<file path="src/rtl/seg_pkg.sv">
// Shared 7-segment code table (active-low, bit 6 = g .. bit 0 = a) used by both the
// display encoder and the scan monitor, plus the monitor's FSM state type.
package seg_pkg;

  localparam logic [6:0] SEG_0     = 7'b1000000;
  localparam logic [6:0] SEG_1     = 7'b1111001;
  localparam logic [6:0] SEG_2     = 7'b0100100;
  localparam logic [6:0] SEG_3     = 7'b0110000;
  localparam logic [6:0] SEG_4     = 7'b0011001;
  localparam logic [6:0] SEG_5     = 7'b0010010;
  localparam logic [6:0] SEG_6     = 7'b0000010;
  localparam logic [6:0] SEG_7     = 7'b1111000;
  localparam logic [6:0] SEG_8     = 7'b0000000;
  localparam logic [6:0] SEG_9     = 7'b0010000;
  localparam logic [6:0] SEG_BLANK = 7'b1111111;

  localparam logic [3:0] BCD_BLANK = 4'hF;

  typedef enum logic [1:0] {
    IDLE    = 2'd0,
    SETTLE  = 2'd1,
    CAPTURE = 2'd2,
    HOLD    = 2'd3
  } mon_state_t;

endpackage

</file>
<file path="src/rtl/seg_scan_monitor_if.sv">
// Multiplexed 7-segment bus as seen by a display driver (master) and the scan monitor (slave).
interface seg_scan_monitor_if #(
  parameter int NUM_DIGITS = 2
);
  logic [6:0]              segment;
  logic [NUM_DIGITS-1:0]   digit_sel;
  logic [4*NUM_DIGITS-1:0] digits;
  logic [NUM_DIGITS-1:0]   valid;
  logic                    update;
  logic                    error;
  logic [7:0]              error_count;

  modport master (
    output segment, digit_sel,
    input  digits, valid, update, error, error_count
  );

  modport slave (
    input  segment, digit_sel,
    output digits, valid, update, error, error_count
  );
endinterface

</file>
<file path="src/rtl/seg_pattern_decode.sv">
// Inverse of the display table: active-low segment pattern -> BCD digit, blank or illegal.
module seg_pattern_decode
  import seg_pkg::*;
(
  input  logic [6:0] pattern,
  output logic       is_digit,
  output logic       is_blank,
  output logic [3:0] bcd
);

  always_comb begin
    is_digit = 1'b1;
    is_blank = 1'b0;
    bcd      = BCD_BLANK;
    case (pattern)
      SEG_0:     bcd = 4'd0;
      SEG_1:     bcd = 4'd1;
      SEG_2:     bcd = 4'd2;
      SEG_3:     bcd = 4'd3;
      SEG_4:     bcd = 4'd4;
      SEG_5:     bcd = 4'd5;
      SEG_6:     bcd = 4'd6;
      SEG_7:     bcd = 4'd7;
      SEG_8:     bcd = 4'd8;
      SEG_9:     bcd = 4'd9;
      SEG_BLANK: begin
        is_digit = 1'b0;
        is_blank = 1'b1;
      end
      default:   is_digit = 1'b0;
    endcase
  end

endmodule

</file>
<file path="src/rtl/seg_scan_monitor.sv">
// Receive-side monitor for the multiplexed 7-segment bus: waits for a stable selected
// pattern, decodes it and holds the BCD result per digit position.
//
// state   | meaning
// IDLE    | sampled select is zero or not one-hot; nothing is captured
// SETTLE  | one-hot select seen, counting identical samples
// CAPTURE | single cycle: decode the sample and write the selected position
// HOLD    | captured; wait for the sample to change
module seg_scan_monitor
  import seg_pkg::*;
#(
  parameter int NUM_DIGITS    = 2,
  parameter int STABLE_CYCLES = 16
) (
  input logic              i_Clk,
  input logic              i_Rst_L,
  seg_scan_monitor_if.slave bus
);

  localparam logic [7:0] CNT_MAX  = 8'(STABLE_CYCLES);
  localparam logic [7:0] CNT_LAST = 8'(STABLE_CYCLES - 1);

  logic [6:0]              s_seg;
  logic [NUM_DIGITS-1:0]   s_sel;
  logic [7:0]              cnt;
  mon_state_t              state, state_nxt;
  logic                    capture;

  logic [4*NUM_DIGITS-1:0] digits_q, digits_nxt;
  logic [NUM_DIGITS-1:0]   valid_q, valid_nxt;
  logic                    update_q, error_q, err_hit;
  logic [7:0]              err_cnt_q;

  logic                    dec_digit, dec_blank;
  logic [3:0]              dec_bcd;

  // Compare against the incoming sample so counter and FSM react on the edge that loads S.
  logic changed, in_onehot;
  assign changed   = (bus.segment != s_seg) || (bus.digit_sel != s_sel);
  assign in_onehot = $onehot(bus.digit_sel);

  always_ff @(posedge i_Clk or negedge i_Rst_L) begin
    if (!i_Rst_L) begin
      s_seg <= SEG_BLANK;
      s_sel <= '0;
      cnt   <= '0;
      state <= IDLE;
    end else begin
      s_seg <= bus.segment;
      s_sel <= bus.digit_sel;
      if (changed)
        cnt <= '0;
      else if (cnt != CNT_MAX)
        cnt <= cnt + 8'd1;
      state <= state_nxt;
    end
  end

  always_comb begin
    state_nxt = state;
    capture   = 1'b0;
    unique case (state)
      IDLE:
        if (in_onehot) state_nxt = SETTLE;
      SETTLE:
        if (changed)               state_nxt = in_onehot ? SETTLE : IDLE;
        else if (cnt == CNT_LAST)  state_nxt = CAPTURE;
      CAPTURE: begin
        capture = 1'b1;
        // A change arriving on the capture edge must not be lost in HOLD.
        if (changed) state_nxt = in_onehot ? SETTLE : IDLE;
        else         state_nxt = HOLD;
      end
      HOLD:
        if (changed) state_nxt = in_onehot ? SETTLE : IDLE;
      default: state_nxt = IDLE;
    endcase
  end

  seg_pattern_decode u_decode (
    .pattern  (s_seg),
    .is_digit (dec_digit),
    .is_blank (dec_blank),
    .bcd      (dec_bcd)
  );

  always_comb begin
    digits_nxt = digits_q;
    valid_nxt  = valid_q;
    err_hit    = 1'b0;
    if (capture) begin
      for (int k = 0; k < NUM_DIGITS; k++) begin
        if (s_sel[k]) begin
          if (dec_digit) begin
            digits_nxt[4*k +: 4] = dec_bcd;
            valid_nxt[k]         = 1'b1;
          end else if (dec_blank) begin
            digits_nxt[4*k +: 4] = BCD_BLANK;
            valid_nxt[k]         = 1'b0;
          end else begin
            valid_nxt[k]         = 1'b0;
          end
        end
      end
      err_hit = !dec_digit && !dec_blank;
    end
  end

  always_ff @(posedge i_Clk or negedge i_Rst_L) begin
    if (!i_Rst_L) begin
      digits_q  <= {NUM_DIGITS{BCD_BLANK}};
      valid_q   <= '0;
      update_q  <= 1'b0;
      error_q   <= 1'b0;
      err_cnt_q <= '0;
    end else begin
      digits_q <= digits_nxt;
      valid_q  <= valid_nxt;
      update_q <= (digits_nxt != digits_q) || (valid_nxt != valid_q);
      error_q  <= err_hit;
      if (err_hit && (err_cnt_q != 8'hFF))
        err_cnt_q <= err_cnt_q + 8'd1;
    end
  end

  assign bus.digits      = digits_q;
  assign bus.valid       = valid_q;
  assign bus.update      = update_q;
  assign bus.error       = error_q;
  assign bus.error_count = err_cnt_q;

endmodule

</file>
<file path="src/flat_wrapper.sv">
// flat-port wrapper written by rule: the top's interface ports become plain ports
module seg_scan_monitor_flat import seg_pkg::*;
#(
  parameter int NUM_DIGITS    = 2,
  parameter int STABLE_CYCLES = 16
)
  (i_Clk, i_Rst_L, bus_segment, bus_digit_sel, bus_digits, bus_valid, bus_update, bus_error, bus_error_count);
  seg_scan_monitor_if #(.NUM_DIGITS(NUM_DIGITS)) bus_i ();
  input logic i_Clk;
  input logic i_Rst_L;
  input wire logic [$bits(bus_i.segment)-1:0] bus_segment;
  input wire logic [$bits(bus_i.digit_sel)-1:0] bus_digit_sel;
  output wire logic [$bits(bus_i.digits)-1:0] bus_digits;
  output wire logic [$bits(bus_i.valid)-1:0] bus_valid;
  output wire logic [$bits(bus_i.update)-1:0] bus_update;
  output wire logic [$bits(bus_i.error)-1:0] bus_error;
  output wire logic [$bits(bus_i.error_count)-1:0] bus_error_count;
  assign bus_i.segment = bus_segment;
  assign bus_i.digit_sel = bus_digit_sel;
  assign bus_digits = bus_i.digits;
  assign bus_valid = bus_i.valid;
  assign bus_update = bus_i.update;
  assign bus_error = bus_i.error;
  assign bus_error_count = bus_i.error_count;
  seg_scan_monitor #(.NUM_DIGITS(NUM_DIGITS), .STABLE_CYCLES(STABLE_CYCLES)) u_core (.i_Clk(i_Clk), .i_Rst_L(i_Rst_L), .bus(bus_i));
endmodule
</file>
<file path="config.mk">
export PLATFORM = sky130hd
export DESIGN_NAME = seg_scan_monitor_flat
export DESIGN_NICKNAME = d
export VERILOG_FILES = /design/src/rtl/seg_pkg.sv /design/src/rtl/seg_scan_monitor_if.sv /design/src/rtl/seg_pattern_decode.sv /design/src/rtl/seg_scan_monitor.sv /design/src/flat_wrapper.sv
export SDC_FILE = /design/constraint.sdc
export NUM_CORES = 1
export LEC_CHECK = 0
export ABC_AREA = 1
export CORE_ASPECT_RATIO = 1.2
export CORE_MARGIN = 1
export CORE_UTILIZATION = 50
export CTS_CLUSTER_SIZE = 14
export DETAILED_ROUTE_END_ITERATION = 12
export PLACE_DENSITY = 0.74
export SKIP_CTS_REPAIR_TIMING = 1
export SKIP_LAST_GASP = 1
export SLEW_MARGIN = 20
export SYNTH_ARGS = -nofsm -noshare
export SYNTH_HDL_FRONTEND = slang
export SYNTH_HIERARCHICAL = 1
export SYNTH_SLANG_ARGS = --single-unit
</file>
<file path="constraint.sdc">
create_clock -name i_Clk -period 3.4 [get_ports i_Clk]
set_input_delay 1.02 -clock i_Clk [delete_from_list [all_inputs] [get_ports i_Clk]]
set_output_delay 1.02 -clock i_Clk [all_outputs]
set_load 0.02 [all_outputs]
</file>
# Word level (Yosys, flattened, before mapping)
# Index checks and enable logic that the tools add are counted.
[word_totals]
reg_bits = 39
in_bits = 11
output_inout_bits = 20
word_cells = 72
[classes]
n_addsub = 3
eq_ne = 24
muxes = 25
n_reduce_logical = 11
[ops]
columns = ["op", "count"]
rows = [
  ["4-bit case mux with 10 select lines", 1],
  ["7-bit equality test, second input constant", 4],
  ["4-bit 2-to-1 mux", 6],
  ["8-bit 2-to-1 mux", 3],
  ["7-bit by 5-bit equality test with 1-bit output, second input constant", 3],
  ["8-bit by 1-bit adder with 8-bit output, second input constant", 2],
  ["7-bit by 6-bit equality test with 1-bit output, second input constant", 2],
  ["2-bit 2-to-1 mux", 6],
  ["10-bit OR reduction", 1],
  ["8-bit by 4-bit equality test with 1-bit output, second input constant", 1],
  ["1-bit 2-to-1 mux", 8],
  ["8-bit by 5-bit != test with 1-bit output, second input constant", 1],
  ["8-bit != test", 1],
  ["8-bit != test, second input constant", 1],
  ["2-bit case mux with 4 select lines", 1],
  ["7-bit by 2-bit equality test with 1-bit output, second input constant", 1],
  ["7-bit zero test", 1],
  ["7-bit != test", 1],
  ["2-bit by 1-bit equality test with 1-bit output, second input constant", 2],
  ["2-bit equality test, second input constant", 2],
  ["2-bit by 1-bit != test with 1-bit output, second input constant", 2],
  ["2-bit != test", 2],
  ["3-bit by 1-bit != test with 1-bit output, second input constant", 1],
  ["3-bit AND reduction", 1],
  ["6 further kinds", 9],
]

# Logic depth before layout (Yosys ltp)
# Gate-level depths: netlist of run 1.
[depth]
depth_word = 8
mapped_depth = 16
ltp_nobuf = 16

# By module
# The synthesis of run 1 kept the hierarchy.
[by_module_without_submodules]
columns = ["module", "instances", "cells_per_inst", "area_per_inst_um2", "seq_area_each_um2"]
rows = [
  ["seg_scan_monitor", 1, 249, 2019.4, 994.7],
  ["seg_pattern_decode", 1, 50, 241.5, 0.0],
]

# Least setup slack after synthesis of run 1
# Ideal clock, no wire load.
[synth_timing]
path_kind = "input to register"
from = "input bus_digit_sel[1]"
to = "register u_core.cnt[3]"
setup_time_ps = 89
t_arrival_ps = 1811
t_required_ps = 3311
setup_slack_ps = 1500
cell_stages = 5
n_path_buf = 0
cell_sequence = "xnor2_1 > nand2_1 > nor2_1 > nand2_1 > nor3b_1"
[synth_via]
elab_chain_cells = 3
word_cells_on_any_way = 4
cone_classes = "eq/ne (1); mux (1); reduce/logical (2)"
[synth_rtl]
columns = ["element", "line_no", "text"]
rows = [
  ["start: declaration", "flat_wrapper.sv:12", "input wire logic [$bits(bus_i.digit_sel)-1:0] bus_digit_sel;"],
  ["2-bit != test *", "seg_scan_monitor.sv:39", "assign changed = (bus.segment != s_seg) || (bus.digit_sel != s_sel);"],
  ["1-bit logical OR *", "seg_scan_monitor.sv:39", ""],
  ["8-bit 2-to-1 mux / 2-bit nonzero test (equally long branches)", "--", ""],
  ["end signal: assignment", "seg_scan_monitor.sv:54", "cnt <= cnt + 8'd1;"],
  ["end: declaration", "seg_scan_monitor.sv:25", "logic [7:0] cnt;"],
]
# Every way passes the cells marked *; elsewhere a longest branch is shown, timed or not.
# A chain may end at the register's enable or synchronous reset.

# Worst setup path after layout of run 1
[layout_timing]
from = "register u_core.digits_q[0], in the netlist u_core/bus.digits[0]"
to = "output bus_digits[0]"
[layout_rtl]
columns = ["element", "line_no", "text"]
rows = [
  ["start: declaration", "seg_scan_monitor.sv:29", "logic [4*NUM_DIGITS-1:0] digits_q, digits_nxt;"],
  ["start signal: assignment", "seg_scan_monitor.sv:111", "digits_q <= {NUM_DIGITS{BCD_BLANK}};"],
  ["start signal: assignment", "seg_scan_monitor.sv:117", "digits_q <= digits_nxt;"],
  ["end: declaration", "flat_wrapper.sv:13", "output wire logic [$bits(bus_i.digits)-1:0] bus_digits;"],
]
# No word-level cell between the ends.

==> summary.md, run 1 <==
| Metric | Value |
|---|---|
| Final GP Congestion | `0.801` |
| Die X | `63.4 µm` |
| Max-Cap Viols | `0` |
| Antenna viol nets, final | `0` |
| 1st-iter DRT viols | `106` |
| Total Nets Final | `350` |
| Crit end category | `output pin` |
| Hold slack | `0.516 ns` |
| Worst Path Buf+Inv | `1` |
| CP Max Fanout | `4` |
| Post-synthesis sequential area ratio | `0.440` |
| FF-to-FF Start | `u_core/s_seg[4]` |
| Slew Limit Fails | `0` |
| Footprint of the multi-input gates | `0.00111 mm²` |
| Number of cell rows | `26` |
| TritonCTS Buffers | `5` |
| Crit path DAT | `1.45 ns` |
| WL/cell | `11.0 µm` |
| Critical path class | `register to output pin` |
| Clock Pin Slew Worst Setup and Hold Paths | `0.07 ns` |
| Syn nets | `313` |
| First-pass GRT wire length | `7.62 mm` |
| Mapped Area | `0.00226 mm²` |
| CP max-delay cell | `clkdlybuf4s50_1` |
| Startpoint type of the worst setup path | `register` |
| Initial Util | `0.527` |
| Via count | `1,929` |
| RSZ-0062 raised after global routing | `false` |
| Placed cell area | `0.00263 mm²` |
| PortBufs | `30` |
| Clock Path Buffers | `2` |
| CTS sink count | `39` |
| Flip-flop and latch count after synthesis | `39` |
| CP peak stage delay | `0.60 ns` |
| DR DRC count | `0` |
| Via/cell ratio | `4.91` |
| Worst-skew pair later-pin latency | `0.29 ns` |
| Post-route cell area | `0.00272 mm²` |
| Final number of setup-violating endpoints | `0` |
| Hpwl dp | `3.19 mm` |
| Syn Area/Cell | `7.56 µm²` |
| Largest net degree at the start of global routing | `40` |
| Area Growth Syn to Fin | `20.1%` |
| Worst Setup SP | `u_core/bus.digits[0]` |
| Vias in the first global route | `1,828` |
| # fillers | `400` |
| Antenna Cells | `0` |
| Most common cell after layout, fill and taps aside | `nand2_1` |
| All-Layer GR Usage | `0.206` |
| Reg area | `995 µm²` |
| Hold Startpoint | `u_core/bus.error_count[4]` |
| Tcrit/Tclk final | `0.726` |
| DR pass1 iterations | `4` |
| Gr ovfl total | `0` |
| Synth unique cells | `25` |
| Req. time, crit path | `2.38 ns` |
| CTS root buf | `clkbuf_8` |
| Peak VDD IR | `230 µV` |
| Top delay family on crit path | `buffers and inverters` |
| Leak | `1.22 nW` |
| Worst min path class | `register to register` |
| CTS tree | `yes` |
| Status | `finished, final reports clean` |
| Initial antenna violation count | `0` |
| Syn Inst Count | `299` |
| Crit-path cells | `clkdlybuf4s50_1` |
| Slew headroom | `0.409` |
| Chip height | `75.7 µm` |
| Yosys warning count | `6` |
| Power consumption | `0.000878 W` |
| Die area | `0.00480 mm²` |
| Max Clock Skew | `0.00296 ns` |
| F_max | `405 MHz` |
| Worst Max-Slew Pin Slew | `0.886 ns` |
| Core ar. | `0.00429 mm²` |
| Post-Route WL | `4.32 mm` |
| Ports | `31` |
| H-Tree Depth | `2` |
| PD cells | `323 mW/mm²` |
| Final hold vios | `0` |
| Fin Setup TNS | `0 ns` |
| Fraction of layout cells with a size suffix above 1 | `0.134` |
| Tmin final | `2.47 ns` |
| Commonest non-fill, non-tap cells in the layout | `81 x nand2_1, 41 x nor2_1, 35 x inv_1` |
==> metrics by stage <==
| step | worst slack [ns] | instances | utilization |
|---|---|---|---|
| 2_1_floorplan | 1.50 | 299 | - |
| 3_3_place_gp | 0.817 | 385 | 0.612 |
| 3_5_place_dp | 0.772 | 385 | 0.612 |
| 4_1_cts | 0.917 | 393 | 0.633 |
| 5_1_grt | 0.869 | 393 | 0.633 |
| 6_report | 0.931 | 393 | 0.633 |
==> final timing paths <==
check	endpoint	slack [ns]	depth (start not counted)
max in group asynchronous	u_core/bus.error_count[1]	1.99	1
hold / removal	u_core/bus.error_count[4]	0.52	2
min in group asynchronous	u_core/cnt[0]	0.85	1
setup / recovery	bus_digits[0]	0.93	1
hold reg to reg	u_core/bus.error_count[4]	0.52	2
setup reg to reg	u_core/bus.update	1.13	12
==> report_power, final <==
part	total [W]	internal, W	switching [W]
registers	0.000488	0.000476	0.0000124
clock network	0.000321	0.000163	0.000158
logic	0.0000691	0.0000287	0.0000404
==> sequential cells by signal (all words and copies together), names as in the netlist <==
signal and count:
u_core/s_sel 2, u_core/bus.digits 8, u_core/bus.error_count 8, u_core/bus.error 1, u_core/state 2, u_core/cnt 8
u_core/bus.update 1, u_core/s_seg 7, u_core/bus.valid 2
==> cell families (layout without fill, tap and decap cells) <==
family	Yosys count	after routing	synth area share
AND/OR/NAND/NOR	176	176	0.354
AO/OA/AOI/OAI	24	24	0.0598
buffers and inverters	41	79	0.0681
adder cells (fa/ha/maj)	3	3	0.0166
XOR/XNOR	16	16	0.0620
flip-flops	39	39	0.440
==> Yosys cell counts (all sizes together) <==
master | count | area, µm²
a21oi | 10 | 50.1
and3 | 2 | 12.5
dfrtp | 24 | 601
dfstp | 15 | 394
ha | 3 | 37.5
inv | 41 | 154
nand2 | 88 | 348
nand3 | 24 | 130
nand3b | 3 | 22.5
nand4 | 2 | 12.5
nor2 | 47 | 201
nor3 | 6 | 30.0
nor3b | 2 | 15.0
nor4 | 1 | 21.3
o211ai | 1 | 7.51
o21a | 5 | 37.5
o21ai | 8 | 40.0
or2 | 1 | 6.26
xnor2 | 10 | 87.6
xor2 | 6 | 52.6
==> final cells by class <==
| cell class | count | area share |
|---|---|---|
| tap | 56 | 0.0258 |
| timing repair buffer | 30 | 0.109 |
| clock buffer | 7 | 0.0318 |
| sequential | 39 | 0.366 |
| clock inverter | 1 | 0.00138 |
| inverter | 41 | 0.0567 |
| multi-input combinational | 219 | 0.409 |
==> routing by layer <==
metal,vias up,wire length (µm),track usage
met2,30,2180,0.387
met1,883,1960,0.230
met4,0,48,0.0833
met3,4,134,0.0404
met5,-,0,0
li1,1012,-,-
Power figures use the tool's default switching activity.
==> run 2, diff against run 1 <==
Clock period 3.4 ns to 2.4 ns, I/O delays scaled along.
==> run 2 against run 1 <==
Net effect:
- utilization up 0.70 points
- hold slack worse by 0.029 ns
- power is 41% higher
- register-to-register slack got worse by 0.85 ns
- cell count increased by 1.0%
- die area unchanged
- non-clock buffer count grew 4
- first-iteration DRC count decreased by 0.94%
- critical path type unchanged
==> summary.md, run 2 (synthesized netlist as in run 1, its figures left out) <==
| Metric | Value |
|---|---|
| Die area | `0.00480 mm²` |
| TritonCTS Buffers | `5` |
| CP Max Fanout | `4` |
| Crit path DAT | `1.43 ns` |
| CTS root buf | `clkbuf_8` |
| Leak | `1.25 nW` |
| Area Growth Syn to Fin | `21.5%` |
| H-Tree Depth | `2` |
| Stages on worst setup path | `1` |
| Worst Path Buf+Inv | `1` |
| Crit-path cells | `clkdlybuf4s50_1` |
| Worst Max-Slew Pin Slew | `0.490 ns` |
| All-Layer GR Usage | `0.214` |
| Initial antenna violation count | `0` |
| Slew headroom | `0.673` |
| Tcrit/Tclk final | `0.898` |
| Core ar. | `0.00429 mm²` |
| Antenna Cells | `0` |
| Fraction of layout cells with a size suffix above 1 | `0.144` |
| RSZ-0062 raised after global routing | `false` |
| Clock Pin Slew Worst Setup and Hold Paths | `0.07 ns` |
| F_max | `464 MHz` |
| First-pass GRT wire length | `8.03 mm` |
| Antenna viol nets, final | `0` |
| Final hold vios | `0` |
| Critical path class | `register to output pin` |
| Via count | `1,953` |
| R2R depth | `13` |
| Gr ovfl total | `0` |
| Via/cell ratio | `4.92` |
| Hpwl dp | `3.33 mm` |
| Max Clock Skew | `0.00584 ns` |
| Crit end category | `output pin` |
| 1st-iter DRT viols | `105` |
| # fillers | `383` |
| Commonest non-fill, non-tap cells in the layout | `81 x nand2_1, 41 x nor2_1, 35 x inv_1` |
| Req. time, crit path | `1.68 ns` |
| Ports | `31` |
| Total Nets Final | `354` |
| Top delay family on crit path | `buffers and inverters` |
| Fin Setup TNS | `0 ns` |
| Most common cell after layout, fill and taps aside | `nand2_1` |
| Clock Path Buffers | `2` |
| Number of cell rows | `26` |
| Status | `finished, final reports clean` |
| CTS sink count | `39` |
| Power consumption | `0.00124 W` |
| CP max-delay cell | `clkdlybuf4s50_1` |
| CTS tree | `yes` |
| Peak VDD IR | `290 µV` |
| Max-Cap Viols | `0` |
| Tmin final | `2.15 ns` |
| Die X | `63.4 µm` |
| DR DRC count | `0` |
| Startpoint type of the worst setup path | `register` |
| Fin util | `0.640` |
| PD cells | `451 mW/mm²` |
| Worst-skew pair later-pin latency | `0.28 ns` |
| Post-Route WL | `4.41 mm` |
| DR pass1 iterations | `5` |
| Chip height | `75.7 µm` |
| Largest net degree at the start of global routing | `40` |
| Vias in the first global route | `1,960` |
| Initial Util | `0.527` |
| Slew Limit Fails | `0` |
| Final number of setup-violating endpoints | `0` |
| PortBufs | `30` |
| Final GP Congestion | `0.824` |
| WL/cell | `11.1 µm` |
| Worst min path class | `input port to asynchronous set/reset pin` |
| CP peak stage delay | `0.60 ns` |
-- run 2: changes by cell type in the layout (fill, tap and decap cells not counted) --
cell   delta
buf_4     +4
-- run 2: metrics by stage --
step,instance area [µm²],cells,hold slack [ns],setup WS (ns)
3_3_place_gp,2660,389,0.505,0.249
3_5_place_dp,2660,389,0.506,0.171
6_report,2750,397,0.486,0.246
5_1_grt,2750,397,0.527,0.0820
4_1_cts,2750,397,0.498,0.229
2_1_floorplan,2260,299,0.424,0.518
-- run 2: layout make-up --
cell class / instances / area, µm² / area share
Sequential cell: 39 / 995 / 0.362
Timing Repair Buffer: 34 / 325 / 0.118
Clock inverter: 1 / 3.75 / 0.00137
Multi-Input combinational cell: 219 / 1110 / 0.405
Inverter: 41 / 154 / 0.0560
Clock buffer: 7 / 86.3 / 0.0314
Tap cell: 56 / 70.1 / 0.0255
-- run 2: path summary, 6_finish.rpt --
path / startpoint / end / slack [ns]
min reg2reg: u_core/bus.error_count[4] / u_core/bus.error_count[4] / 0.52
min in group i_Clk: u_core/bus.error_count[4] / u_core/bus.error_count[4] / 0.52
max reg2reg: u_core/s_seg[4] / u_core/bus.update / 0.28
max in group asynchronous: i_Rst_L / u_core/bus.digits[7] / 1.55
min: i_Rst_L / u_core/state[1] / 0.49
max: u_core/bus.digits[7] / bus_digits[7] / 0.25
-- run 2: layer usage --
layer | vias to the layer above | global-route usage | part of all wire
li1 | 1022 | - | -
met1 | 906 | 0.234 | 0.44
met2 | 19 | 0.414 | 0.52
met3 | 6 | 0.0329 | 0.020
met4 | 0 | 0.0934 | 0.014
met5 | - | 0 | 0
-- run 2: power breakdown --
| group | internal [W] | switching (W) |
|---|---|---|
| combinational | 0.0000433 | 0.0000591 |
| sequential | 0.000674 | 0.0000179 |
| clock | 0.000230 | 0.000213 |
==> run 3, diff against run 2 <==
Settings changed: CAP_MARGIN from default to 30, CELL_PAD_IN_SITES_DETAIL_PLACEMENT from default to 1, CELL_PAD_IN_SITES_GLOBAL_PLACEMENT from default to 1, CORE_UTILIZATION 50 to 40, PLACE_DENSITY 0.74 to 0.8.
==> run 3 against run 2 <==
Net effect:
- the flow now finishes with violations (design-rule violations)
- design area is 2.7% higher
- sequential cell count stayed put
- via count is 3.6% higher
- clock skew is 0.0017 ns higher
- utilization is 11 points lower
- die area is 24% higher
- non-clock buffer count stayed put
- global-route usage is 0.43 points lower
- register-to-register slack better by 0.04 ns
- fmax is 0.92% lower
==> summary.md, run 3 (synthesized netlist as in run 1, its figures left out) <==
| Metric | Value |
|---|---|
| Final hold vios | `0` |
| Tmin final | `2.17 ns` |
| Chip height | `84.4 µm` |
| Non-filler cells, final | `403` |
| Largest net degree at the start of global routing | `22` |
| Clock power frac | `0.454` |
| Commonest non-fill, non-tap cells in the layout | `81 x nand2_1, 40 x nor2_1, 35 x inv_1` |
| PD cells | `520 mW/mm²` |
| Post-Route WL | `5.43 mm` |
| Internal Pwr Total | `0.00113 W` |
| Final number of setup-violating endpoints | `0` |
| Pre-CTS setup slack | `0.213 ns` |
| Sw Pwr | `0.000332 W` |
| Die area | `0.00596 mm²` |
| H-Tree Depth | `2` |
| Req. time, crit path | `1.68 ns` |
| Antenna Cells | `0` |
| Via count | `2,024` |
| Hpwl dp | `4.22 mm` |
| CTS root buf | `clkbuf_8` |
| Worst Path Buf+Inv | `1` |
| Max-Cap Viols | `0` |
| Crit end category | `output pin` |
| Dpl cells | `395` |
| CP peak stage delay | `0.60 ns` |
| Slew headroom | `0.698` |
| Crit path DAT | `1.45 ns` |
| Power share of the sequential group | `0.472` |
| TritonCTS Buffers | `5` |
| CTS tree | `yes` |
| Area Growth Syn to Fin | `24.7%` |
| Via/cell ratio | `5.02` |
| Worst min path class | `input port to asynchronous set/reset pin` |
| Final GP Congestion | `0.816` |
| Switching share of power | `0.226` |
| Peak VDD IR | `381 µV` |
| DR pass1 iterations | `8` |
| CP Max Fanout | `4` |
| PortBufs | `30` |
| Die X | `70.6 µm` |
| Crit-path cells | `clkdlybuf4s50_1` |
| WL/cell | `13.5 µm` |
| Clock Pin Slew Worst Setup and Hold Paths | `0.08 ns` |
| Startpoint type of the worst setup path | `register` |
| Placed cell area | `0.00268 mm²` |
| Number of cell rows | `29` |
| Tcrit/Tclk final | `0.906` |
| Antenna viol nets, final | `0` |
| Worst Max-Slew Pin Slew | `0.454 ns` |
| DR DRC count | `2` |
| Fraction of layout cells with a size suffix above 1 | `0.152` |
| Fin util | `0.525` |
| Leak | `1.27 nW` |
| # fillers | `694` |
| Total Nets Final | `354` |
| Failing checks | `design-rule violations` |
| All-Layer GR Usage | `0.210` |
| Core ar. | `0.00537 mm²` |
| Fin Setup TNS | `0 ns` |
| Worst-skew pair later-pin latency | `0.29 ns` |
| Post-route cell area | `0.00282 mm²` |
| Top delay family on crit path | `buffers and inverters` |
| CTS sink count | `39` |
| Ports | `31` |
| Clock Path Buffers | `2` |
| Comb pwr share | `0.074` |
| First-pass GRT wire length | `9.82 mm` |
| F_max | `460 MHz` |
| Status | `finished with violations` |
| CP max-delay cell | `clkdlybuf4s50_1` |
| Final worst setup slack | `0.226 ns` |
| Max Clock Skew | `0.00754 ns` |
| Most common cell after layout, fill and taps aside | `nand2_1` |
| Vias in the first global route | `2,148` |
| RSZ-0062 raised after global routing | `false` |
| Critical path class | `register to output pin` |
| Initial antenna violation count | `0` |
| Initial Util | `0.421` |
| Gr ovfl total | `0` |
| Slew Limit Fails | `0` |
| 1st-iter DRT viols | `68` |
==> run 3: worst register-to-register path: stages (launching register included) <==
cell and delay [ns]:
dfstp_2 0.59, nand2_1 0.07, nor2_1 0.14, nand2_1 0.11
nand2_2 0.10, nor2_4 0.05, nand2_4 0.12, inv_1 0.13
nor2_1 0.15, inv_1 0.09, a21oi_1 0.19, nor2_1 0.06
nor2_1 0.10, nand3_1 0.07
==> run 3: worst paths after layout <==
check / to / startpoint / depth (start not counted) / slack (ns)
max: bus_digits[7] / u_core/bus.digits[7] / 1 / 0.23
min: u_core/bus.error_count[1] / i_Rst_L / 1 / 0.36
max reg2reg: u_core/bus.update / u_core/s_seg[0] / 13 / 0.32
min reg2reg: u_core/bus.error_count[4] / u_core/bus.error_count[4] / 2 / 0.54
max in group asynchronous: u_core/bus.digits[2] / i_Rst_L / 2 / 1.49
min in group i_Clk: u_core/bus.error_count[4] / u_core/bus.error_count[4] / 2 / 0.54
==> run 3: power by group through the flow <==
| stage | combinational [W] | sequential (W) | clock (W) |
|---|---|---|---|
| floorplan | 0.0000531 | 0.000701 | 0 |
| global placement | 0.000105 | 0.000704 | 0 |
| detailed placement | 0.000108 | 0.000705 | 0 |
| CTS | 0.000109 | 0.000693 | 0.000684 |
| global route | 0.000123 | 0.000695 | 0.000705 |
| finish | 0.000108 | 0.000693 | 0.000665 |
==> run 3: metal layers <==
| metal | vias to the layer above | track usage | share of wire | routed length [µm] |
|---|---|---|---|---|
| met3 | 6 | 0.0324 | 0.015 | 84 |
| met2 | 15 | 0.384 | 0.54 | 2920 |
| met1 | 990 | 0.251 | 0.43 | 2340 |
| met5 | - | 0 | 0 | 0 |
| li1 | 1013 | - | - | - |
| met4 | 0 | 0.0691 | 0.015 | 80 |
==> run 3: per-stage QoR <==
stage / power [W] / hold WS, ns
detailed placement: 0.000813 / 0.519
finish: 0.00147 / 0.364
global placement: 0.000809 / 0.496
global route: 0.00152 / 0.393
CTS: 0.00149 / 0.371
floorplan: 0.000754 / 0.424
==> run 3: layout make-up <==
class	instances	area, µm²	area share
clock inverter	3	67.6	0.0240
timing repair buffer	34	338	0.120
sequential	39	995	0.353
multi-input combinational	219	1120	0.397
inverter	41	154	0.0546
tap	62	77.6	0.0275
clock buffer	5	68.8	0.0244
